File: src/rtl/sram_march_tester_pkg.sv
// Shared types, state encoding and the test-pattern generator for the SRAM march tester.
package sram_march_tester_pkg;

  localparam int ADDR_W = 21;

  typedef logic [15:0]       num;
  typedef logic [ADDR_W-1:0] addr_t;

  typedef enum logic [1:0] {
    PAT_CONST = 2'd0,
    PAT_ADDR  = 2'd1,
    PAT_WALK1 = 2'd2,
    PAT_NADDR = 2'd3
  } pat_mode_t;

  typedef enum logic [2:0] {
    ST_IDLE   = 3'd0,
    ST_WR     = 3'd1,
    ST_WR_GAP = 3'd2,
    ST_RD     = 3'd3,
    ST_RD_GAP = 3'd4,
    ST_DONE   = 3'd5
  } tester_state_t;

  // Data word for a given address. It depends only on the mode and the address,
  // so the read pass can regenerate what the write pass stored.
  function automatic num pat_word(pat_mode_t mode, addr_t addr, num const_pat);
    num w;
    case (mode)
      PAT_CONST: w = const_pat;
      PAT_ADDR:  w = addr[15:0];
      PAT_WALK1: w = num'(16'h0001) << addr[3:0];
      PAT_NADDR: w = ~addr[15:0];
      default:   w = const_pat;
    endcase
    return w;
  endfunction

endpackage

File: src/rtl/sram_march_tester_if.sv
// Request/response bus between the march tester and the SRAM controller.
//
// Handshake: write_data / read_data are request levels. The master raises one of
// them together with data_addr (and data_in for writes) and holds all of them
// stable until the slave pulses sram_ready for exactly one cycle. That cycle
// completes the access; for reads data_out is valid only in that cycle. The
// master drops the request in the following cycle and never raises both
// requests at the same time.
interface sram_march_tester_if;
  import sram_march_tester_pkg::*;

  num    data_in;
  num    data_out;
  addr_t data_addr;
  logic  write_data;
  logic  read_data;
  logic  sram_ready;

  modport master (
    output data_in,
    output data_addr,
    output write_data,
    output read_data,
    input  data_out,
    input  sram_ready
  );

  modport slave (
    input  data_in,
    input  data_addr,
    input  write_data,
    input  read_data,
    output data_out,
    output sram_ready
  );

endinterface

File: src/rtl/sram_march_tester.sv
// Restartable SRAM self-test: writes a pattern over an address range, reads it
// back and reports mismatch count, first failing address and pass/fail.
module sram_march_tester
  import sram_march_tester_pkg::*;
#(
  parameter addr_t ADDR_FIRST = 21'h000000,
  parameter addr_t ADDR_LAST  = 21'h0000FF,
  parameter num    CONST_PAT  = 16'h8AF5,
  parameter int    ERR_W      = 16
) (
  input  logic                 clk,
  input  logic                 reset,
  input  logic                 start,
  input  logic [1:0]           mode,
  output logic                 busy,
  output logic                 done,
  output logic                 pass,
  output logic [ERR_W-1:0]     err_count,
  output logic [ADDR_W-1:0]    first_err_addr,
  output tester_state_t        state_dbg,
  sram_march_tester_if.master  bus
);

  localparam logic [ERR_W-1:0] ERR_MAX = {ERR_W{1'b1}};

  tester_state_t    state_q, state_d;
  addr_t            addr_q, addr_d;
  pat_mode_t        mode_q, mode_d;
  logic [ERR_W-1:0] err_q, err_d;
  addr_t            first_q, first_d;
  logic             busy_q, busy_d;
  logic             done_q, done_d;
  num               pat_cur;

  assign pat_cur = pat_word(mode_q, addr_q, CONST_PAT);

  // State and datapath registers; reset drops any in-flight request at this edge.
  always_ff @(posedge clk) begin
    if (reset) begin
      state_q <= ST_IDLE;
      addr_q  <= '0;
      mode_q  <= PAT_CONST;
      err_q   <= '0;
      first_q <= '0;
      busy_q  <= 1'b0;
      done_q  <= 1'b0;
    end else begin
      state_q <= state_d;
      addr_q  <= addr_d;
      mode_q  <= mode_d;
      err_q   <= err_d;
      first_q <= first_d;
      busy_q  <= busy_d;
      done_q  <= done_d;
    end
  end

  // Next-state logic: sequencing of write pass, read pass and result bookkeeping.
  always_comb begin
    state_d = state_q;
    addr_d  = addr_q;
    mode_d  = mode_q;
    err_d   = err_q;
    first_d = first_q;
    busy_d  = busy_q;
    done_d  = done_q;
    case (state_q)
      ST_IDLE, ST_DONE: begin
        if (start) begin
          mode_d  = pat_mode_t'(mode);
          err_d   = '0;
          first_d = '0;
          done_d  = 1'b0;
          addr_d  = ADDR_FIRST;
          busy_d  = 1'b1;
          state_d = ST_WR;
        end
      end
      ST_WR: begin
        if (bus.sram_ready) state_d = ST_WR_GAP;
      end
      ST_WR_GAP: begin
        if (addr_q == ADDR_LAST) begin
          addr_d  = ADDR_FIRST;
          state_d = ST_RD;
        end else begin
          addr_d  = addr_q + 21'd1;
          state_d = ST_WR;
        end
      end
      ST_RD: begin
        if (bus.sram_ready) begin
          if (bus.data_out != pat_cur) begin
            if (err_q == '0) first_d = addr_q;
            if (err_q != ERR_MAX) err_d = err_q + ERR_W'(1);
          end
          state_d = ST_RD_GAP;
        end
      end
      ST_RD_GAP: begin
        if (addr_q == ADDR_LAST) begin
          busy_d  = 1'b0;
          done_d  = 1'b1;
          state_d = ST_DONE;
        end else begin
          addr_d  = addr_q + 21'd1;
          state_d = ST_RD;
        end
      end
      default: begin
        state_d = ST_IDLE;
      end
    endcase
  end

  // Request and bus outputs decode directly from the registered state.
  always_comb begin
    bus.write_data = (state_q == ST_WR);
    bus.read_data  = (state_q == ST_RD);
    bus.data_addr  = ((state_q == ST_WR) || (state_q == ST_RD)) ? addr_q : '0;
    bus.data_in    = (state_q == ST_WR) ? pat_cur : '0;
  end

  assign busy           = busy_q;
  assign done           = done_q;
  assign pass           = done_q && (err_q == '0);
  assign err_count      = err_q;
  assign first_err_addr = first_q;
  assign state_dbg      = state_q;

endmodule

File: src/flat_wrapper.sv
// flat-port wrapper written by rule: the top's interface ports become plain ports
module sram_march_tester_flat import sram_march_tester_pkg::*;
#(
  parameter addr_t ADDR_FIRST = 21'h000000,
  parameter addr_t ADDR_LAST  = 21'h0000FF,
  parameter num    CONST_PAT  = 16'h8AF5,
  parameter int    ERR_W      = 16
)
  (clk, reset, start, mode, busy, done, pass, err_count, first_err_addr, state_dbg, bus_data_in, bus_data_addr, bus_write_data, bus_read_data, bus_data_out, bus_sram_ready);
  sram_march_tester_if bus_i ();
  input  logic clk;
  input  logic reset;
  input  logic start;
  input  logic [1:0] mode;
  output logic busy;
  output logic done;
  output logic pass;
  output logic [ERR_W-1:0] err_count;
  output logic [ADDR_W-1:0] first_err_addr;
  output tester_state_t state_dbg;
  output wire logic [$bits(bus_i.data_in)-1:0] bus_data_in;
  output wire logic [$bits(bus_i.data_addr)-1:0] bus_data_addr;
  output wire logic [$bits(bus_i.write_data)-1:0] bus_write_data;
  output wire logic [$bits(bus_i.read_data)-1:0] bus_read_data;
  input wire logic [$bits(bus_i.data_out)-1:0] bus_data_out;
  input wire logic [$bits(bus_i.sram_ready)-1:0] bus_sram_ready;
  assign bus_data_in = bus_i.data_in;
  assign bus_data_addr = bus_i.data_addr;
  assign bus_write_data = bus_i.write_data;
  assign bus_read_data = bus_i.read_data;
  assign bus_i.data_out = bus_data_out;
  assign bus_i.sram_ready = bus_sram_ready;
  sram_march_tester #(.ADDR_FIRST(ADDR_FIRST), .ADDR_LAST(ADDR_LAST), .CONST_PAT(CONST_PAT), .ERR_W(ERR_W)) u_core (.clk(clk), .reset(reset), .start(start), .mode(mode), .busy(busy), .done(done), .pass(pass), .err_count(err_count), .first_err_addr(first_err_addr), .state_dbg(state_dbg), .bus(bus_i));
endmodule
File: config.mk
export PLATFORM = sky130hd
export DESIGN_NAME = sram_march_tester_flat
export DESIGN_NICKNAME = d
export VERILOG_FILES = /design/src/rtl/sram_march_tester_pkg.sv /design/src/rtl/sram_march_tester_if.sv /design/src/rtl/sram_march_tester.sv /design/src/flat_wrapper.sv
export SDC_FILE = /design/constraint.sdc
export NUM_CORES = 1
export LEC_CHECK = 0
export CORE_ASPECT_RATIO = 0.8
export CORE_MARGIN = 4
export CORE_UTILIZATION = 40
export DETAILED_ROUTE_END_ITERATION = 10
export PLACE_DENSITY = 0.67
export SYNTH_ARGS = -nofsm -noshare
export SYNTH_HDL_FRONTEND = slang
export SYNTH_SLANG_ARGS = --single-unit
File: constraint.sdc
create_clock -name clk -period 2.9 [get_ports clk]
set_input_delay 0.29 -clock clk [delete_from_list [all_inputs] [get_ports clk]]
set_output_delay 0.29 -clock clk [all_outputs]
set_load 0.05 [all_outputs]
Yosys cells after proc, flatten, opt, wreduce, memory -nomap -nowiden
Index checks and enable logic that the tools add are counted.
{ "classes": {"shift": 1, "n_reduce_logical": 15, "mux": 28, "n_bitwise": 1, "addsub": 2, "n_eq_ne": 19} }
{ "ops": {"columns": ["op", "n"], "rows": [
  ["$mux 21", 7],
  ["$mux 16", 5],
  ["$pmux 16 s4", 1],
  ["$pmux 21 s3", 1],
  ["$pmux 21 s2", 1],
  ["$pmux 16 s2", 1],
  ["$add 21x1->21 const B", 1],
  ["$eq 21x8->1 const B", 1],
  ["$add 16x1->16 const B", 1],
  ["$logic_not 16->1", 1],
  ["$ne 16x16->1", 1],
  ["$ne 16x16->1 const B", 1],
  ["$not 16->16", 1],
  ["$shl 1x4->16 const A", 1],
  ["$pmux 3 s5", 1],
  ["$mux 3", 4],
  ["$ne 2x1->1 const B", 6],
  ["$reduce_and 5->1", 2],
  ["$reduce_and 3->1", 3],
  ["$eq 3x2->1 const B", 2],
  ["$eq 3x3->1 const B", 2],
  ["$eq 2x2->1 const B", 2],
  ["$mux 1", 4],
  ["$ne 2x2->1 const B", 2],
  ["12 further kinds", 14]
]} }
{ "word_totals": {"out_inout_bits": 82, "ff_bits": 65, "elab_cells": 73, "input_bits": 22} }

Depth between registers and ports, before layout
Gate-level depths: netlist of the first run.
{ "logic_depth": {"word_depth": 6, "depth_mapped": 12, "depth_no_buf": 9} }

Worst setup path after synthesis of the first run
No wires, ideal clock.
{ "synth_path": {"path_kind": "flip-flop to output port", "start": "reg u_core.state_q[0], in the netlist u_core.state_dbg[0]", "end": "out bus_data_in[11]", "required_ps": 2610, "setup_slack_ps": 49, "path_buffers": 1, "stages_incl_launch_ff": 5, "arrival_ps": 2561, "cell_sequence": "dfxtp_1 > and2b_1 > nand2b_1 > clkbuf_1 > a221oi_1"} }
{ "synth_between": {"elab_chain_cells": 2} }
{ "synth_lines": {"columns": ["element", "line", "rtl"], "rows": [
  ["start, declared", "sram_march_tester.sv:26", "tester_state_t state_q, state_d;"],
  ["start signal, assigned", "sram_march_tester.sv:48", "state_q <= state_d;"],
  ["$eq 3x1->1", "sram_march_tester.sv:121", "bus.data_in = (state_q == ST_WR) ? pat_cur : '0;"],
  ["$mux 16", "sram_march_tester.sv:121", null],
  ["end, declared", "flat_wrapper.sv:21", "output wire logic [$bits(bus_i.data_in)-1:0] bus_data_in;"]
]} }
Every way passes these cells.

Final worst setup path of the first run
{ "layout_path": {"start": "reg u_core.addr_q[0]", "end": "reg u_core.err_q[14], in the netlist u_core.err_count[14]"} }
{ "layout_between": {"elab_chain_cells": 5, "word_cells_on_any_way": 6, "cone_classes": "eq/ne (2); shift (1); mux (1); bitwise (1); reduce/logical (1)"} }
{ "layout_lines": {"columns": ["element", "line", "rtl"], "rows": [
  ["start, declared", "sram_march_tester.sv:27", "addr_t addr_q, addr_d;"],
  ["start signal, assigned", "sram_march_tester.sv:49", "addr_q <= addr_d;"],
  ["$shl 1x4->16 / $not 16->16 (equally long branches)", "sram_march_tester_pkg.sv:32, sram_march_tester_pkg.sv:33", null],
  ["$pmux 16 s4 *", "sram_march_tester_pkg.sv:29", "case (mode)"],
  ["$ne 16x16->1 *", "sram_march_tester.sv:93", "if (bus.data_out != pat_cur) begin"],
  ["$ne 2x1->1 (no source line) *", null, null],
  ["$reduce_and 5->1 (no source line) *", null, null],
  ["end signal, assigned", "sram_march_tester.sv:51", "err_q <= err_d;"],
  ["end, declared", "sram_march_tester.sv:29", "logic [ERR_W-1:0] err_q, err_d;"]
]} }
Mark *: on every way between the ends. The rest lies on a longest branch, timed or not.
A chain may end at the register's enable or synchronous reset.

==> results of run 1 <==
-- metrics by stage --
| stage | hold WS [ns] | instance area (um2) | total power [mW] | util, % | cells |
|---|---|---|---|---|---|
| 4_1_cts | 0.479 | 6010 | 2.51 | 57.8 | 775 |
| 3_5_place_dp | 0.467 | 5720 | 1.44 | 55.0 | 759 |
| 2_1_floorplan | 0.429 | 4340 | 1.24 | - | 533 |
| 3_3_place_gp | 0.465 | 5720 | 1.43 | 55.0 | 759 |
| 5_1_grt | 0.505 | 6030 | 2.59 | 57.9 | 775 |
| 6_report | 0.474 | 6030 | 2.49 | 57.9 | 775 |
-- cells in the mapped netlist, types with 3 or more instances --
cell,instances
and2_1,24
nand3_1,18
a22o_1,5
inv_1,16
dfxtp_1,65
or3_1,4
nand2b_1,7
o21ai_0,5
a21o_1,3
clkbuf_1,23
nor4_1,25
nor2_1,49
and3_1,7
xor2_1,19
a221oi_1,3
o41ai_1,7
a31o_1,11
xnor2_1,34
nand2_1,36
ha_1,8
a22oi_1,7
nor3_1,19
buf_6,8
a21oi_1,10
buf_4,7
buf_2,8
nor2b_1,15
nor3b_1,6
nand3b_1,5
nand4_1,7
a31o_2,3
a32o_1,13
o211ai_1,15
o21a_1,3
-- worst paths after layout --
kind | from | to | slack [ns]
worst min-delay path | u_core.first_err_addr[18] | u_core.first_err_addr[18] | 0.47
worst min register to register | u_core.first_err_addr[18] | u_core.first_err_addr[18] | 0.47
worst max register to register | u_core.addr_q[0] | u_core.err_count[14] | 0.11
worst max-delay path | u_core.addr_q[0] | u_core.err_count[14] | 0.11
-- power by group --
part | internal, mW | switching (mW) | total, mW
sequential | 0.902 | 0.0108 | 0.913
clock | 0.686 | 0.375 | 1.06
combinational | 0.215 | 0.299 | 0.514
-- critical path, delay by kind of cell (launching register included) --
| family | cells | cell delay [ns] |
|---|---|---|
| AOI/OAI and AO/OA | 3 | 0.81 |
| and+or+nand+nor | 3 | 0.70 |
| adders and majority gates | 2 | 0.52 |
| DFF | 1 | 0.39 |
| buffers and inverters | 1 | 0.17 |
| xor gates and xnor gates | 1 | 0.09 |
-- routing by layer --
layer / vias to the layer above / GRT usage (%)
li1: 2117 / -
met1: 2115 / 29.1
met2: 194 / 33.0
met3: 16 / 5.96
met4: 0 / 6.23
met5: - / 0
-- cells by family (layout without fill, tap and decap cells) --
| family | count (synthesis) | count (layout) | synth area share [%] |
|---|---|---|---|
| multiplexers | 1 | 1 | 0.231 |
| AO/OA/AOI/OAI | 102 | 102 | 19.2 |
| flip-flops | 65 | 65 | 30.0 |
| AND/OR/NAND/NOR | 238 | 238 | 29.6 |
| XOR/XNOR | 53 | 53 | 10.7 |
| buffers and inverters | 66 | 168 | 7.93 |
| adder cells (fa/ha/maj) | 8 | 8 | 2.31 |
-- cell type report --
cell class,count,area share [%]
inverters,18,1.12
clock inverters,3,0.664
repair buffers,134,24.6
well taps,140,2.91
multi-input cells,402,45.0
clock buffers,13,4.15
flip-flops and latches,65,21.6
-- registers in the layout (all words and copies together) (netlist names) --
name,count
u_core.first_err_addr,21
u_core.busy,1
u_core.mode_q,2
u_core.addr_q,21
u_core.done,1
u_core.err_count,16
u_core.state_dbg,3
-- timing repair --
action                                  4_1_cts  5_1_grt
buffers inserted                              0        0
resized for setup                             0        5
endpoints found under the setup margin        0       14
==> reports/qor.json, run 1 <==
{
  "run_status": {
    "run_status": "finished clean"
  },
  "sta": {
    "post-route-period-util_pct": 96.3,
    "tightest_slew_ns": 0.768,
    "rsz_0062_raised_after_global_routing": "false",
    "min_period_ns": 2.79,
    "report.final.slew_viol_count": 0,
    "final_critical_path_setup_slack_ns": 0.109,
    "fmaxAchievable_mhz": 358,
    "slew_headroom_pct": 48.6,
    "final.setup_skew_ns": 0.00630,
    "finalSetupViolCount": 0,
    "timing_hold_violations_final": 0,
    "setup_tns_ns": 0
  },
  "routing": {
    "met1Wirelength_um": 6360,
    "first_pass_iters": 5,
    "detailroute.via_count": 4442,
    "highest_layer": "met4",
    "route.detailed.drc": 0,
    "wl_per_cell_um": 17.5,
    "wl_met3_um": 1000,
    "dr_wl_met2_um": 6000,
    "dr.first_iter.drc_count": 341,
    "wl_um": 13500,
    "ant_nets": 0,
    "avgViaCountPerCell": 5.73
  },
  "pwr": {
    "pwr_density_cell_nw_per_um2": 413,
    "peak_ir_drop_on_the_vdd_network_mv": 0.333,
    "leakagePower_nw": 2.11
  },
  "worst_setup_path": {
    "critPathCaptureType": "flop",
    "worst_setup_path_start_kind": "flop",
    "cp_slowest_stage_delay_ns": 0.39,
    "worstPathMaxFanout": 27,
    "worstRegToRegCells": 10,
    "timing.critical_path.cells": "ha_1, ha_2, xnor2_1, a211o_1, a311oi_2, nor3_1, and4b_1, buf_12, or3_1, a32o_1",
    "timing.critical_path.arrival_ns": 3.01,
    "highest_delay_cell_along_the_critical_path": "dfxtp_1",
    "critical_path_class": "flop to flop",
    "critPathRequiredTime_ns": 3.12
  },
  "floorplan": {
    "start_util_pct": 41.7,
    "die_area_um2": 12600,
    "die_width_um": 124,
    "chipHeight_um": 101,
    "placeableCoreArea_um2": 10400,
    "floorplan.rows": 33,
    "pin_count": 104
  },
  "finish": {
    "register_area_um2": 1300,
    "final_common_cell": "clkdlybuf4s50_1",
    "layout_common_cells": "clkdlybuf4s50_1 (85), dfxtp_1 (65), nor2_1 (49)",
    "post_synthesis_to_final_layout_area_growth_pct": 38.9,
    "fill_cells": 953,
    "num_antenna_cells": 0,
    "drive_gt1_share_pct": 12.4,
    "total_area_of_multi_input_combinational_cells_um2": 2710,
    "design.final.nets": 660
  },
  "synthesis": {
    "synthesis.yosys.warnings": 0,
    "ys_async_sr_fraction_pct": 0,
    "ys_ff_latch": 65,
    "syn-num-nets": 563,
    "synth_enable_flop_cells": 0,
    "post_synth_instance_area_um2": 4340,
    "synth_largest_area_cell": "dfxtp_1",
    "netlist_instances": 533,
    "post_synth_top_flop": "dfxtp_1",
    "synth_cell_type_count": 66,
    "synth.avg_cell_area_um2": 8.14,
    "proportion_of_synthesized_chip_area_in_sequential_cells_pct": 30.0,
    "post_synth_main_area_contributors": "dfxtp_1 (30%), xnor2_1 (6.9%), nor2_1 (4.2%)",
    "synth.top_cell.area_share_pct": 30.0
  },
  "clock_tree": {
    "clock_tree.root_cell": "clkbuf_16",
    "cts_inserted_buffers": 9,
    "cts_num_sinks": 65,
    "cts_buffer_depth": 2,
    "holdBufCountCts": 0,
    "clkTransAtPathRegs_ns": 0.05,
    "clk_latency_ns": 0.33,
    "tritoncts": "yes",
    "clock_tree.htree_level_count": 3
  },
  "global_route": {
    "grt_pass1_wl_um": 21900,
    "grt_antenna_before_repair": 0,
    "globalRouteOverflowTotal": 0,
    "vias_in_the_first_global_route": 4270,
    "grt_use_total_pct": 21.3,
    "grt_max_degree": 33
  },
  "placed_design": {
    "place.detailed.hpwl_um": 9900,
    "place.gp.congestion": 0.903,
    "pre_cts_slack_ns": 0.0448,
    "port-buffer-count": 103
  },
  "worst_hold_path": {
    "hp-class": "flop to flop",
    "hold_path_depth": 1
  },
  "job": {
    "drv_cap": 0
  }
}
(Power assumes the default switching activity.)
==> run 2: changes to the inputs <==
--- a/config.mk
+++ b/config.mk
@@ -5,7 +5,6 @@
 export SDC_FILE = /design/constraint.sdc
 export NUM_CORES = 1
 export LEC_CHECK = 0
-export CORE_ASPECT_RATIO = 0.8
 export CORE_MARGIN = 4
 export CORE_UTILIZATION = 40
 export DETAILED_ROUTE_END_ITERATION = 10
==> reports/qor.json, run 2 (synthesized netlist as in run 1, its figures left out) <==
{
  "placed_design": {
    "cell_total_after_placement": {"value": 754, "change": "-0.66%"},
    "port-buffer-count": {"value": 103, "change": "unchanged"},
    "place.detailed.hpwl": {"value": 10000, "unit": "um", "change": "+1.3%"},
    "place.gp.congestion": {"value": 0.959, "change": "+6.1%"}
  },
  "sta": {
    "report.final.slew_viol_count": {"value": 0, "change": "unchanged"},
    "timing_hold_violations_final": {"value": 0, "change": "unchanged"},
    "finalSetupViolCount": {"value": 0, "change": "unchanged"},
    "post-route-period-util": {"value": 96.0, "unit": "%", "change": "-0.20 points"},
    "slew_headroom": {"value": 50.0, "unit": "%", "change": "+1.4 points"},
    "tightest_slew": {"value": 0.747, "unit": "ns", "change": "-0.0216 ns"},
    "fmaxAchievable": {"value": 359, "unit": "MHz", "change": "+0.21%"},
    "final.setup_skew": {"value": 0.00892, "unit": "ns", "change": "+0.00262 ns"},
    "min_period": {"value": 2.79, "unit": "ns", "change": "-0.00586 ns"}
  },
  "worst_setup_path": {
    "critPathLaunch": "u_core.addr_q[1]",
    "worst_setup_path_start_kind": "flop",
    "timing.critical_path.arrival": {"value": 3.03, "unit": "ns", "change": "+0.02 ns"},
    "regToRegStartpoint": "u_core.addr_q[1]",
    "critical_path_class": "flop to flop",
    "critPathRequiredTime": {"value": 3.14, "unit": "ns", "change": "+0.02 ns"},
    "worstPathMaxFanout": {"value": 27, "change": "unchanged"},
    "regToRegSetupSlack": {"value": 0.11, "unit": "ns", "change": "about the same"},
    "critPathCaptureType": "flop"
  },
  "clock_tree": {
    "cts_num_sinks": {"value": 65, "change": "unchanged"},
    "post_cts.resized_instances": {"value": 0, "change": "unchanged"},
    "postCtsSetupBuffers": {"value": 0, "change": "unchanged"},
    "clock_tree.htree_level_count": {"value": 3, "change": "unchanged"},
    "tritoncts": "yes",
    "clock_tree.root_cell": "clkbuf_8",
    "clk_latency": {"value": 0.34, "unit": "ns", "change": "about the same"},
    "holdBufCountCts": {"value": 0, "change": "unchanged"},
    "cts_buffer_depth": {"value": 2, "change": "unchanged"},
    "cts_inserted_buffers": {"value": 9, "change": "unchanged"},
    "clkTransAtPathRegs": {"value": 0.07, "unit": "ns", "change": "+0.02 ns"}
  },
  "routing": {
    "dr.first_iter.drc_count": {"value": 329, "change": "-3.5%"},
    "first_pass_iters": {"value": 5, "change": "unchanged"},
    "wl": {"value": 13900, "unit": "um", "change": "+2.4%"},
    "avgViaCountPerCell": {"value": 5.78, "change": "+0.80%"},
    "detailroute.via_count": {"value": 4437, "change": "-0.11%"},
    "route.detailed.drc": {"value": 0, "change": "unchanged"},
    "ant_nets": {"value": 0, "change": "unchanged"},
    "wl_per_cell": {"value": 18.1, "unit": "um", "change": "+3.4%"}
  },
  "floorplan": {
    "chipHeight": {"value": 112, "unit": "um", "change": "+11%"},
    "die_width": {"value": 112, "unit": "um", "change": "-9.9%"},
    "placeableCoreArea": {"value": 10500, "unit": "um2", "change": "+0.55%"},
    "start_util": {"value": 41.5, "unit": "%", "change": "-0.23 points"},
    "pin_count": {"value": 104, "change": "unchanged"},
    "die_area": {"value": 12600, "unit": "um2", "change": "about the same"},
    "floorplan.rows": {"value": 37, "change": "+12%"}
  },
  "run_status": {
    "run_status": "finished clean"
  },
  "finish": {
    "layoutNonFillerInstCount": {"value": 768, "change": "-0.90%"},
    "num_antenna_cells": {"value": 0, "change": "unchanged"},
    "post_synthesis_to_final_layout_area_growth_pct": 35.8,
    "design.final.nets": {"value": 659, "change": "-0.15%"},
    "drive_gt1_share": {"value": 12.5, "unit": "%", "change": "+0.059 points"},
    "final_common_cell": "clkdlybuf4s50_1",
    "layout_common_cells": "clkdlybuf4s50_1 (85), dfxtp_1 (63), nor2_1 (49)"
  },
  "pwr": {
    "power": {"value": 2.19, "unit": "mW", "change": "-12%"},
    "peak_ir_drop_on_the_vdd_network": {"value": 0.274, "unit": "mV", "change": "-18%"},
    "leakagePower": {"value": 2.05, "unit": "nW", "change": "-3.0%"},
    "pwr_density_cell": {"value": 372, "unit": "nW/um2", "change": "-10%"}
  },
  "global_route": {
    "vias_in_the_first_global_route": {"value": 4201, "change": "-1.6%"},
    "globalRouteOverflowTotal": {"value": 0, "change": "unchanged"},
    "grt_pass1_wl": {"value": 22200, "unit": "um", "change": "+1.2%"},
    "grt_use_total": {"value": 21.4, "unit": "%", "change": "+0.091 points"},
    "grt_max_degree": {"value": 52, "change": "+58%"},
    "grt_antenna_before_repair": {"value": 0, "change": "unchanged"}
  },
  "worst_hold_path": {
    "hp-class": "flop to flop",
    "worstHoldStart": "u_core.done"
  },
  "job": {
    "drv_cap": {"value": 0, "change": "unchanged"}
  }
}
-- run 2: changes by cell type in the layout (fill, tap and decap cells not counted) --
cell	before	now
clkbuf_16	9	0
clkbuf_8	1	10
clkbuf_1	3	1
dfxtp_1	65	63
dfxtp_2	0	2
a21boi_0	0	1
a21boi_1	1	0
a22oi_1	5	6
a22oi_2	2	1
buf_12	21	20
clkinv_2	2	1
clkinvlp_4	0	1
-- run 2: final timing paths --
path / depth (start not counted) / to
setup / recovery: 10 / u_core.err_count[14]
hold / removal: 2 / u_core.done
setup reg to reg: 10 / u_core.err_count[14]
hold reg to reg: 2 / u_core.done
-- run 2: where the power goes --
part	total (mW)	leakage, nW	internal [mW]	switching [mW]
Combinational	0.520	1.43	0.214	0.307
Clock	0.760	0.0913	0.410	0.350
Sequential	0.911	0.525	0.901	0.00974
Total	2.19	2.05	1.52	0.666
-- run 2: per-stage QoR --
step / hold slack, ns / util (%) / setup WS [ns] / instance area, um2 / setup TNS (ns)
2_1_floorplan: 0.429 / - / 0.0486 / 4340 / 0
3_3_place_gp: 0.469 / 54.4 / 0.127 / 5700 / 0
3_5_place_dp: 0.464 / 54.4 / 0.0537 / 5700 / 0
4_1_cts: 0.488 / 56.2 / 0.00848 / 5880 / 0
5_1_grt: 0.511 / 56.3 / -0.00608 / 5890 / -0.00608
6_report: 0.481 / 56.3 / 0.115 / 5890 / 0
-- run 2: cell type report --
class	count	area, um2
timing repair buffer	133	1460
tap	136	170
inverter	18	67.6
clock inverter	3	42.5
clock buffer	11	141
fill	1004	4570
multi-input combinational	402	2710
sequential	65	1300
-- run 2: critical path, cell delays in order (launching register included) --
cell	delay, ns
dfxtp_1	0.40
ha_2	0.27
ha_1	0.25
xnor2_1	0.09
a211o_1	0.30
a311oi_2	0.23
nor3_1	0.10
and4b_1	0.24
buf_12	0.17
or3_1	0.36
a32o_1	0.26
-- run 2: per-layer routing --
metal	GRT usage [%]	wire length [um]	vias up
li1	-	-	2115
met1	29.3	6220	2092
met2	33.2	6390	197
met3	4.47	922	33
met4	7.61	338	0
met5	0	0	-
==> run 3: changes to the inputs <==
--- a/config.mk
+++ b/config.mk
@@ -8,7 +8,7 @@
 export CORE_MARGIN = 4
 export CORE_UTILIZATION = 40
 export DETAILED_ROUTE_END_ITERATION = 10
-export PLACE_DENSITY = 0.67
+export DONT_BUFFER_PORTS = 1
 export SYNTH_ARGS = -nofsm -noshare
 export SYNTH_HDL_FRONTEND = slang
 export SYNTH_SLANG_ARGS = --single-unit
==> reports/qor.json, run 3 (synthesized netlist as in run 1, its figures left out) <==
{
  "run_status": {
    "run_status": "finished clean"
  },
  "clock_tree": {
    "clk_latency": {"value": 0.34, "unit": "ns", "change": "about the same"},
    "clkTransAtPathRegs": {"value": 0.08, "unit": "ns", "change": "about the same"},
    "tritoncts": "yes",
    "postCtsSetupBuffers": {"value": 0, "change": "unchanged"},
    "clock_tree.htree_level_count": {"value": 3, "change": "unchanged"},
    "cts_inserted_buffers": {"value": 9, "change": "unchanged"},
    "cts_buffer_depth": {"value": 2, "change": "unchanged"},
    "clock_tree.root_cell": "clkbuf_8",
    "cts_num_sinks": {"value": 65, "change": "unchanged"}
  },
  "finish": {
    "fill_cells": {"value": 1076, "change": "+7.2%"},
    "layout.cell_area.non_filler": {"value": 5000, "unit": "um2", "change": "-15%"},
    "drive_gt1_share": {"value": 18.0, "unit": "%", "change": "+5.5 points"},
    "layout_common_cells": "dfxtp_1 (64), buf_4 (62), nor2_1 (49)",
    "num_antenna_cells": {"value": 0, "change": "unchanged"},
    "design.final.nets": {"value": 592, "change": "-10%"},
    "final_common_cell": "dfxtp_1",
    "post_synthesis_to_final_layout_area_growth_pct": 15.2
  },
  "routing": {
    "avgViaCountPerCell": {"value": 5.83, "change": "+0.87%"},
    "first_pass_iters": {"value": 8, "change": "+3"},
    "ant_nets": {"value": 0, "change": "unchanged"},
    "detailroute.via_count": {"value": 4097, "change": "-7.7%"},
    "dr.first_iter.drc_count": {"value": 349, "change": "+6.1%"},
    "wl_per_cell": {"value": 18.4, "unit": "um", "change": "+1.9%"},
    "wl": {"value": 12900, "unit": "um", "change": "-6.7%"},
    "route.detailed.drc": {"value": 0, "change": "unchanged"}
  },
  "floorplan": {
    "pin_count": {"value": 104, "change": "unchanged"},
    "placeableCoreArea": {"value": 10500, "unit": "um2", "change": "unchanged"},
    "die_width": {"value": 112, "unit": "um", "change": "unchanged"},
    "floorplan.rows": {"value": 37, "change": "unchanged"},
    "start_util": {"value": 41.5, "unit": "%", "change": "unchanged"},
    "die_area": {"value": 12600, "unit": "um2", "change": "unchanged"},
    "chipHeight": {"value": 112, "unit": "um", "change": "unchanged"}
  },
  "worst_setup_path": {
    "critical_path_class": "flop to flop",
    "timing.critical_path.arrival": {"value": 3.02, "unit": "ns", "change": "about the same"},
    "timing.critical_path.cells": "inv_1, ha_1, xnor2_1, a211o_1, a311oi_2, nor3_1, and4b_2, or3_1, a32o_1",
    "highest_delay_cell_along_the_critical_path": "dfxtp_1",
    "worstPathMaxFanout": {"value": 8, "change": "-70%"},
    "worst_setup_path_start_kind": "flop",
    "critical-path-top-delay-family": "compound AO/OA/AOI/OAI gates",
    "cp_slowest_stage_delay": {"value": 0.49, "unit": "ns", "change": "+0.09 ns"},
    "critPathRequiredTime": {"value": 3.13, "unit": "ns", "change": "about the same"},
    "regToRegSetupSlack": {"value": 0.11, "unit": "ns", "change": "about the same"},
    "critPathCaptureType": "flop",
    "cp_num_buf_inv": {"value": 1, "change": "unchanged"}
  },
  "sta": {
    "fmaxAchievable": {"value": 359, "unit": "MHz", "change": "about the same"},
    "final.setup_skew": {"value": 0.00942, "unit": "ns", "change": "+0.000496 ns"},
    "min_period": {"value": 2.79, "unit": "ns", "change": "+0.000441 ns"},
    "rsz_0062_raised_after_global_routing": "false",
    "slew_headroom": {"value": 38.6, "unit": "%", "change": "-11 points"},
    "timing_hold_violations_final": {"value": 0, "change": "unchanged"},
    "final_critical_path_setup_slack": {"value": 0.114, "unit": "ns", "change": "-0.000441 ns"},
    "finalSetupViolCount": {"value": 0, "change": "unchanged"},
    "report.final.slew_viol_count": {"value": 0, "change": "unchanged"},
    "setup_tns": {"value": 0, "unit": "ns", "change": "unchanged"},
    "tightest_slew": {"value": 0.915, "unit": "ns", "change": "+0.168 ns"},
    "post-route-period-util": {"value": 96.1, "unit": "%", "change": "about the same"}
  },
  "global_route": {
    "grt_antenna_before_repair": {"value": 0, "change": "unchanged"},
    "vias_in_the_first_global_route": {"value": 3916, "change": "-6.8%"},
    "grt_use_total": {"value": 20.0, "unit": "%", "change": "-1.4 points"},
    "grt_pass1_wl": {"value": 20800, "unit": "um", "change": "-6.4%"},
    "globalRouteOverflowTotal": {"value": 0, "change": "unchanged"},
    "grt_max_degree": {"value": 36, "change": "-31%"}
  },
  "pwr": {
    "peak_ir_drop_on_the_vdd_network": {"value": 0.257, "unit": "mV", "change": "-6.2%"},
    "leakagePower": {"value": 1.80, "unit": "nW", "change": "-12%"},
    "pwr_density_cell": {"value": 421, "unit": "nW/um2", "change": "+13%"},
    "power": {"value": 2.11, "unit": "mW", "change": "-3.9%"}
  },
  "placed_design": {
    "place.gp.congestion": {"value": 0.886, "change": "-7.6%"},
    "pre_cts_slack": {"value": 0.0334, "unit": "ns", "change": "-0.0202 ns"},
    "port-buffer-count": {"value": 0, "change": "-100%"},
    "place.detailed.hpwl": {"value": 9480, "unit": "um", "change": "-5.5%"},
    "area_of_placed_instances": {"value": 4750, "unit": "um2", "change": "-17%"}
  },
  "worst_hold_path": {
    "hp-class": "input port to flop"
  },
  "job": {
    "drv_cap": {"value": 0, "change": "unchanged"}
  }
}
[run 3: area by class of cell]
class                   instances  area (um2)  area share [%]
clock buffers                   9         124            2.48
clock inverters                 7        77.6            1.55
inverters                      18        67.6            1.35
multi-input cells             402        2730            54.7
flip-flops and latches         65        1300            26.1
well taps                     136         170            3.40
repair buffers                 66         526            10.5
[run 3: power breakdown]
part / internal (mW) / switching, mW / leakage, nW
logic: 0.137 / 0.269 / 1.18
clock network: 0.404 / 0.381 / 0.100
registers: 0.900 / 0.0142 / 0.525
[run 3: final timing paths]
| kind | start | endpoint | cells after the start |
|---|---|---|---|
| max | u_core.addr_q[2] | u_core.err_count[14] | 9 |
| min | reset | u_core.mode_q[1] | 1 |
| max reg2reg | u_core.addr_q[2] | u_core.err_count[14] | 9 |
| min reg2reg | u_core.addr_q[19] | u_core.first_err_addr[19] | 2 |
[run 3: through the flow]
stage	hold WS (ns)	instances	util, %
2_1_floorplan	0.429	533	-
5_1_grt	0.0000943	703	47.8
4_1_cts	0.00151	702	47.4
3_3_place_gp	0.366	685	45.4
6_report	0.0204	703	47.8
3_5_place_dp	0.365	685	45.4
[run 3: what timing repair did]
action	4_1_cts	5_1_grt
resized for setup	0	7
hold buffers	1	1
hold endpoints to repair	2	4
endpoints found under the setup margin	0	37
[run 3: routing by layer]
metal / up-vias / wire length [um] / part of all wire [%] / GRT usage, %
met5: - / 0 / 0 / 0
met4: 0 / 90 / 0.70 / 4.17
met3: 8 / 1040 / 8.1 / 5.82
met2: 160 / 6010 / 46 / 32.1
met1: 1947 / 5790 / 45 / 26.7
li1: 1982 / - / - / -
